## src/rtl/pipeline_fetch_q.sv

```systemverilog
// Fetch stage: sequential/redirected PC generation, one imem read per cycle, and a
// DEPTH-entry queue of {pc, mode, instr} drained by decode through valid/ready.
module pipeline_fetch_q #(
   parameter int unsigned       PC_W       = 32,
   parameter int unsigned       INSTR_W    = 32,
   parameter int unsigned       MODE_W     = 1,
   parameter logic [PC_W-1:0]   RESET_PC   = {PC_W{1'b0}},
   parameter logic [MODE_W-1:0] RESET_MODE = {MODE_W{1'b0}},
   parameter int unsigned       PC_STEP    = 4,
   parameter int unsigned       DEPTH      = 4
) (
   input  logic                     clk,
   input  logic                     resetn,
   input  logic                     f_stall,
   input  logic                     redir_valid,
   input  logic [PC_W-1:0]          redir_pc,
   input  logic [MODE_W-1:0]        redir_mode,
   output logic                     imem_req,
   output logic [PC_W-1:0]          imem_addr,
   input  logic [INSTR_W-1:0]       imem_rdata,
   output logic                     d_valid,
   input  logic                     d_ready,
   output logic [PC_W-1:0]          d_pc,
   output logic [MODE_W-1:0]        d_mode,
   output logic [INSTR_W-1:0]       d_instr,
   output logic [PC_W-1:0]          f_pc,
   output logic [MODE_W-1:0]        f_mode,
   output logic [$clog2(DEPTH):0]   q_count
);

   localparam int unsigned PTR_W = $clog2(DEPTH);
   localparam int unsigned CNT_W = PTR_W + 1;
   localparam logic [PTR_W-1:0] PTR_ONE  = PTR_W'(1);
   localparam logic [CNT_W-1:0] CNT_ONE  = CNT_W'(1);
   localparam logic [CNT_W-1:0] CNT_FULL = CNT_W'(DEPTH);
   localparam logic [PC_W-1:0]  STEP     = PC_W'(PC_STEP);

   logic [PC_W-1:0]    f_pc_q, f_pc_d;
   logic [MODE_W-1:0]  f_mode_q, f_mode_d;
   logic               inflight_q, inflight_d;
   logic [PC_W-1:0]    tag_pc_q, tag_pc_d;
   logic [MODE_W-1:0]  tag_mode_q, tag_mode_d;
   logic [PTR_W-1:0]   head_q, head_d, tail_q, tail_d;
   logic [CNT_W-1:0]   count_q, count_d;
   logic [PC_W-1:0]    hold_pc_q, hold_pc_d;
   logic [MODE_W-1:0]  hold_mode_q, hold_mode_d;
   logic [INSTR_W-1:0] hold_instr_q, hold_instr_d;

   logic [PC_W-1:0]    mem_pc_q    [DEPTH];
   logic [MODE_W-1:0]  mem_mode_q  [DEPTH];
   logic [INSTR_W-1:0] mem_instr_q [DEPTH];

   logic [CNT_W-1:0]   occ_s;
   logic               issue_s, enq_s, deq_s, valid_s;

   // Credit counts the outstanding read so a full queue never receives a response.
   always_comb begin
      occ_s   = count_q + {{(CNT_W-1){1'b0}}, inflight_q};
      valid_s = (count_q != {CNT_W{1'b0}});
      issue_s = !f_stall && !redir_valid && (occ_s < CNT_FULL);
      enq_s   = inflight_q && !redir_valid;
      deq_s   = valid_s && d_ready && !redir_valid;
   end

   // Next-state for fetch PC, in-flight tag, queue pointers and held head.
   always_comb begin
      f_pc_d       = f_pc_q;
      f_mode_d     = f_mode_q;
      inflight_d   = issue_s;
      tag_pc_d     = tag_pc_q;
      tag_mode_d   = tag_mode_q;
      head_d       = head_q;
      tail_d       = tail_q;
      count_d      = count_q;
      hold_pc_d    = hold_pc_q;
      hold_mode_d  = hold_mode_q;
      hold_instr_d = hold_instr_q;

      if (redir_valid) begin
         f_pc_d   = redir_pc;
         f_mode_d = redir_mode;
      end else if (issue_s) begin
         f_pc_d     = f_pc_q + STEP;
         tag_pc_d   = f_pc_q;
         tag_mode_d = f_mode_q;
      end else begin
         f_pc_d = f_pc_q;
      end

      if (redir_valid) begin
         head_d  = tail_q;
         count_d = {CNT_W{1'b0}};
      end else begin
         if (deq_s) begin
            head_d = head_q + PTR_ONE;
         end else begin
            head_d = head_q;
         end
         if (enq_s) begin
            tail_d = tail_q + PTR_ONE;
         end else begin
            tail_d = tail_q;
         end
         case ({enq_s, deq_s})
            2'b10:   count_d = count_q + CNT_ONE;
            2'b01:   count_d = count_q - CNT_ONE;
            default: count_d = count_q;
         endcase
      end

      // Remember the visible head so outputs stay stable once the queue empties.
      if (valid_s) begin
         hold_pc_d    = mem_pc_q[head_q];
         hold_mode_d  = mem_mode_q[head_q];
         hold_instr_d = mem_instr_q[head_q];
      end else begin
         hold_pc_d    = hold_pc_q;
         hold_mode_d  = hold_mode_q;
         hold_instr_d = hold_instr_q;
      end
   end

   // Control and status registers.
   always_ff @(posedge clk or negedge resetn) begin
      if (!resetn) begin
         f_pc_q       <= RESET_PC;
         f_mode_q     <= RESET_MODE;
         inflight_q   <= 1'b0;
         tag_pc_q     <= {PC_W{1'b0}};
         tag_mode_q   <= {MODE_W{1'b0}};
         head_q       <= {PTR_W{1'b0}};
         tail_q       <= {PTR_W{1'b0}};
         count_q      <= {CNT_W{1'b0}};
         hold_pc_q    <= {PC_W{1'b0}};
         hold_mode_q  <= {MODE_W{1'b0}};
         hold_instr_q <= {INSTR_W{1'b0}};
      end else begin
         f_pc_q       <= f_pc_d;
         f_mode_q     <= f_mode_d;
         inflight_q   <= inflight_d;
         tag_pc_q     <= tag_pc_d;
         tag_mode_q   <= tag_mode_d;
         head_q       <= head_d;
         tail_q       <= tail_d;
         count_q      <= count_d;
         hold_pc_q    <= hold_pc_d;
         hold_mode_q  <= hold_mode_d;
         hold_instr_q <= hold_instr_d;
      end
   end

   // Queue storage; written only by an unflushed response.
   always_ff @(posedge clk or negedge resetn) begin
      if (!resetn) begin
         for (int i = 0; i < int'(DEPTH); i++) begin
            mem_pc_q[i]    <= {PC_W{1'b0}};
            mem_mode_q[i]  <= {MODE_W{1'b0}};
            mem_instr_q[i] <= {INSTR_W{1'b0}};
         end
      end else if (enq_s) begin
         mem_pc_q[tail_q]    <= tag_pc_q;
         mem_mode_q[tail_q]  <= tag_mode_q;
         mem_instr_q[tail_q] <= imem_rdata;
      end else begin
         mem_pc_q[tail_q] <= mem_pc_q[tail_q];
      end
   end

   assign imem_req  = issue_s;
   assign imem_addr = f_pc_q;
   assign f_pc      = f_pc_q;
   assign f_mode    = f_mode_q;
   assign q_count   = count_q;
   assign d_valid   = valid_s;
   assign d_pc      = valid_s ? mem_pc_q[head_q]    : hold_pc_q;
   assign d_mode    = valid_s ? mem_mode_q[head_q]  : hold_mode_q;
   assign d_instr   = valid_s ? mem_instr_q[head_q] : hold_instr_q;

endmodule

```

## config.mk

```make
export PLATFORM = sky130hd
export DESIGN_NAME = pipeline_fetch_q
export DESIGN_NICKNAME = d
export VERILOG_FILES = /design/src/rtl/pipeline_fetch_q.sv
export SDC_FILE = /design/constraint.sdc
export NUM_CORES = 1
export LEC_CHECK = 0
export BUFFER_PORTS_ARGS = -buffer_cell sky130_fd_sc_hd__buf_2
export CAP_MARGIN = 10
export CORE_ASPECT_RATIO = 0.7
export CORE_MARGIN = 5
export CORE_UTILIZATION = 50
export DETAILED_ROUTE_END_ITERATION = 7
export HOLD_SLACK_MARGIN = 0.08
export MAX_ROUTING_LAYER = met4
export PLACE_DENSITY_LB_ADDON = 0.15
export SLEW_MARGIN = 20
export SYNTH_ARGS = -nofsm -noshare
export SYNTH_HDL_FRONTEND = slang
export SYNTH_SLANG_ARGS = --single-unit
```

## constraint.sdc

```tcl
create_clock -name clk -period 3.1 [get_ports clk]
set_input_delay 0.155 -clock clk [delete_from_list [all_inputs] [get_ports clk]]
set_output_delay 0.155 -clock clk [all_outputs]
set_load 0.005 [all_outputs]
```

==> results.yml <==
placement:
  place_area_mm2: 0.0195
  place_congestion: 0.826
  place_hpwl_um: 27200
  io_buffers: 204
setup_path:
  cp-start-kind: "register"
  slowest_delay_ps: 480
  cp-end-kind: "output port"
  path_cells: "a31o_2, a21oi_1, and2_2, buf_4, buf_2"
  rr_worst_depth: 5
  crit_path_end: "imem_req"
  critPathLaunch: "q_count[0]$_DFFE_PN0P_"
  arrival_ps: 2550
  path_class: "reg -> out"
  reg2reg_slack_ps: 660
  r2r-start: "q_count[0]$_DFFE_PN0P_"
  cp_slowest_cell: "dfrtp_1"
  worstReg2RegEnd: "f_pc[29]$_DFFE_PN0N_"
  cp_data_required_time_ps: 2940
  cp_max_fo: 35
finish:
  area_growth_pct: 19.0
  multi_input_area_mm2: 0.00756
  final_area_mm2: 0.0216
  fin_nets: 1649
  final-seq-area_mm2: 0.00999
  drive_above_1_share: 0.401
  fillCellCount: 2849
yosys:
  syn_avg_cell_area_um2: 13.4
  synthAdderAreaFrac: 0.00454
  yosys_warnings: 0
  synth_mux_area_frac: 0.283
  synth_nets: 1429
  syn_area_mm2: 0.0182
  synth_edf_count: 0
  synth_compound_area_frac: 0.0592
  synth_commonest_cells: "399 x dfrtp_1, 233 x mux2_2, 151 x nor2_1"
  synth_top_area_frac: 0.549
  syn_inst: 1353
  synth_top_family_by_area: "multiplexers"
  yosysMostFrequentCell: "dfrtp_1"
  ys_async_sr_fraction: 1.00
  yosysTopAreaCell: "dfrtp_1"
  ys.flop_type: "dfrtp_1"
  synth_xor_area_frac: 0.00529
  ys_types: 42
  synth_area_leaders: "dfrtp_1 55%, mux2_2 14%, mux4_2 12%, a21oi_1 3.6%, nor2_1 3.1%"
  yosysSeqAreaShare: 0.549
  yosys.area_share.simple: 0.0617
  synth-seq-cells: 399
min_path:
  hold_class: "in -> reg"
  hold_depth: 4
sta:
  rsz0062_at_grt: "no"
  slew_viol_final: 0
  relSlewSlack: 0.453
  layout_min_cycle_time_ps: 2700
  clock_skew_ps: 9.53
  finalHoldViolations: 0
  tightest_slew_ps: 820
  final.setup.tns_ps: 0
  max_freq_ghz: 0.370
  setup_violations: 0
  period_share: 0.872
flow_run:
  maxCapViolations: 0
drt:
  drt_iter0_markers: 865
  drt-total-wl_um: 43600
  vias_per_cell: 5.69
  drc: 0
  wire_per_inst_um: 20.9
  via_count: 11869
  drt-pass1-iter-count: 5
  final_antenna_net_count: 0
global_routing:
  grt_pass1_vias: 12138
  grt_pass1_wl_um: 70800
  grt_max_degree: 94
  gr-total-overflow: 0
  track_usage: 0.225
  antenna_found_initial: 1
clocking:
  clock-sinks: 399
  clockBufferDepth: 3
  clk_pin_slew_worst_paths_ps: 60
  root_buffer: "clkbuf_16"
  post_cts_buffers: 0
  numCtsBuffers: 41
  insertion_delay_ps: 540
  htree_levels: 2
  cts_tree: "built"
power:
  ir_drop_uv: 618
  power_density_mw_per_mm2: 1040
  leakagePower_uw: 0.00879
run_status:
  status: "finished clean"
floorplanning:
  ioPinCount: 205
  core_area_mm2: 0.0359
  rows: 58
  die_y_um: 170
  die_w_um: 238
  die-area_mm2: 0.0404
  initial_utilization: 0.507
-- layer usage --
metal	wire (um)	vias up	global-route usage
met5	0	-	-
met4	798	0	0.0496
met3	1920	68	0.0361
met2	20300	259	0.336
met1	20600	6166	0.331
li1	-	5376	-
-- worst max-delay path, delay by kind of cell, from the launching register on --
kind,cells,cell delay [ps]
flip-flops,1,480
buffers and inverters,2,640
AND/OR/NAND/NOR,1,200
AO/OA/AOI/OAI,2,650
-- state kept, by name, indices dropped and copies added (netlist names) --
register / flops
mem_instr_q: 128
mem_pc_q: 128
f_pc: 32
hold_instr_q: 32
hold_pc_q: 32
tag_pc_q: 32
mem_mode_q: 4
q_count: 3
head_q: 2
tail_q: 2
f_mode: 1
hold_mode_q: 1
inflight_q: 1
tag_mode_q: 1
-- cells by family (layout without fill, tap and decap cells) --
logic type / after synthesis / count (layout)
flops: 399 / 399
mux: 365 / 365
simple gates: 245 / 245
compound gates: 193 / 193
buf+inv: 134 / 386
xor+xnor: 11 / 11
fa+ha+maj: 6 / 6
other cells: 0 / 1
-- worst min-delay path by stage --
stage / from / endpoint / slack, ps
final: f_stall / f_pc[3]$_DFFE_PN0N_ / 200
after global routing: f_stall / f_pc[3]$_DFFE_PN0N_ / 210
after CTS: f_stall / f_pc[3]$_DFFE_PN0N_ / 160
after detailed placement: resetn / hold_pc_q[11]$_DFF_PN0_ / 240
after global placement: resetn / q_count[2]$_DFFE_PN0P_ / 240
after floorplan: resetn / f_mode$_DFFE_PN0P_ / -140
-- layout make-up --
cell class	count	share of cell area
Multi-Input combinational cell	820	0.349
Timing Repair Buffer	304	0.0959
Sequential cell	399	0.461
Clock inverter	16	0.00763
Antenna cell	1	0.000116
Clock buffer	59	0.0566
Tap cell	480	0.0277
Inverter	7	0.00121
-- stage by stage --
step | hold WS, ps | cells | utilization | total power (uW) | worst slack, ps
after floorplan | -141 | 1353 | - | 14500 | 873
after CTS | 160 | 2085 | 0.603 | 22800 | 382
after global routing | 210 | 2086 | 0.603 | 23900 | 294
after global placement | 241 | 1937 | 0.544 | 17200 | 783
final | 202 | 2086 | 0.603 | 22500 | 398
after detailed placement | 239 | 1937 | 0.544 | 17500 | 759
-- placed cells by master, fill, tap and decap left out, types with 8 or more instances in the layout --
master,n
nand4_1,8
or4_1,19
nand3_1,10
dfrtp_1,396
mux2_2,233
buf_2,203
nand2_1,31
dlygate4sd3_1,73
nor2_1,151
clkbuf_16,43
mux2i_1,35
o21ai_0,13
buf_12,9
xnor2_1,8
clkinv_2,10
a31oi_1,18
mux4_2,97
buf_4,18
clkbuf_8,9
o31ai_1,17
a21oi_1,130
-- power breakdown --
part / internal, uW / switching [uW] / leakage (uW) / total [uW]
registers: 7280 / 1300 / 0.00445 / 8580
logic: 4630 / 4190 / 0.00364 / 8830
clock network: 3010 / 2060 / 0.000693 / 5070
-- timing repair --
| action | 4_1_cts | 5_1_grt |
|---|---|---|
| hold buffers | 73 | 0 |
| gates resized for setup | 0 | 0 |
| endpoints found under the hold margin | 252 | 0 |
No activity file was read; power rests on OpenSTA's default activity.
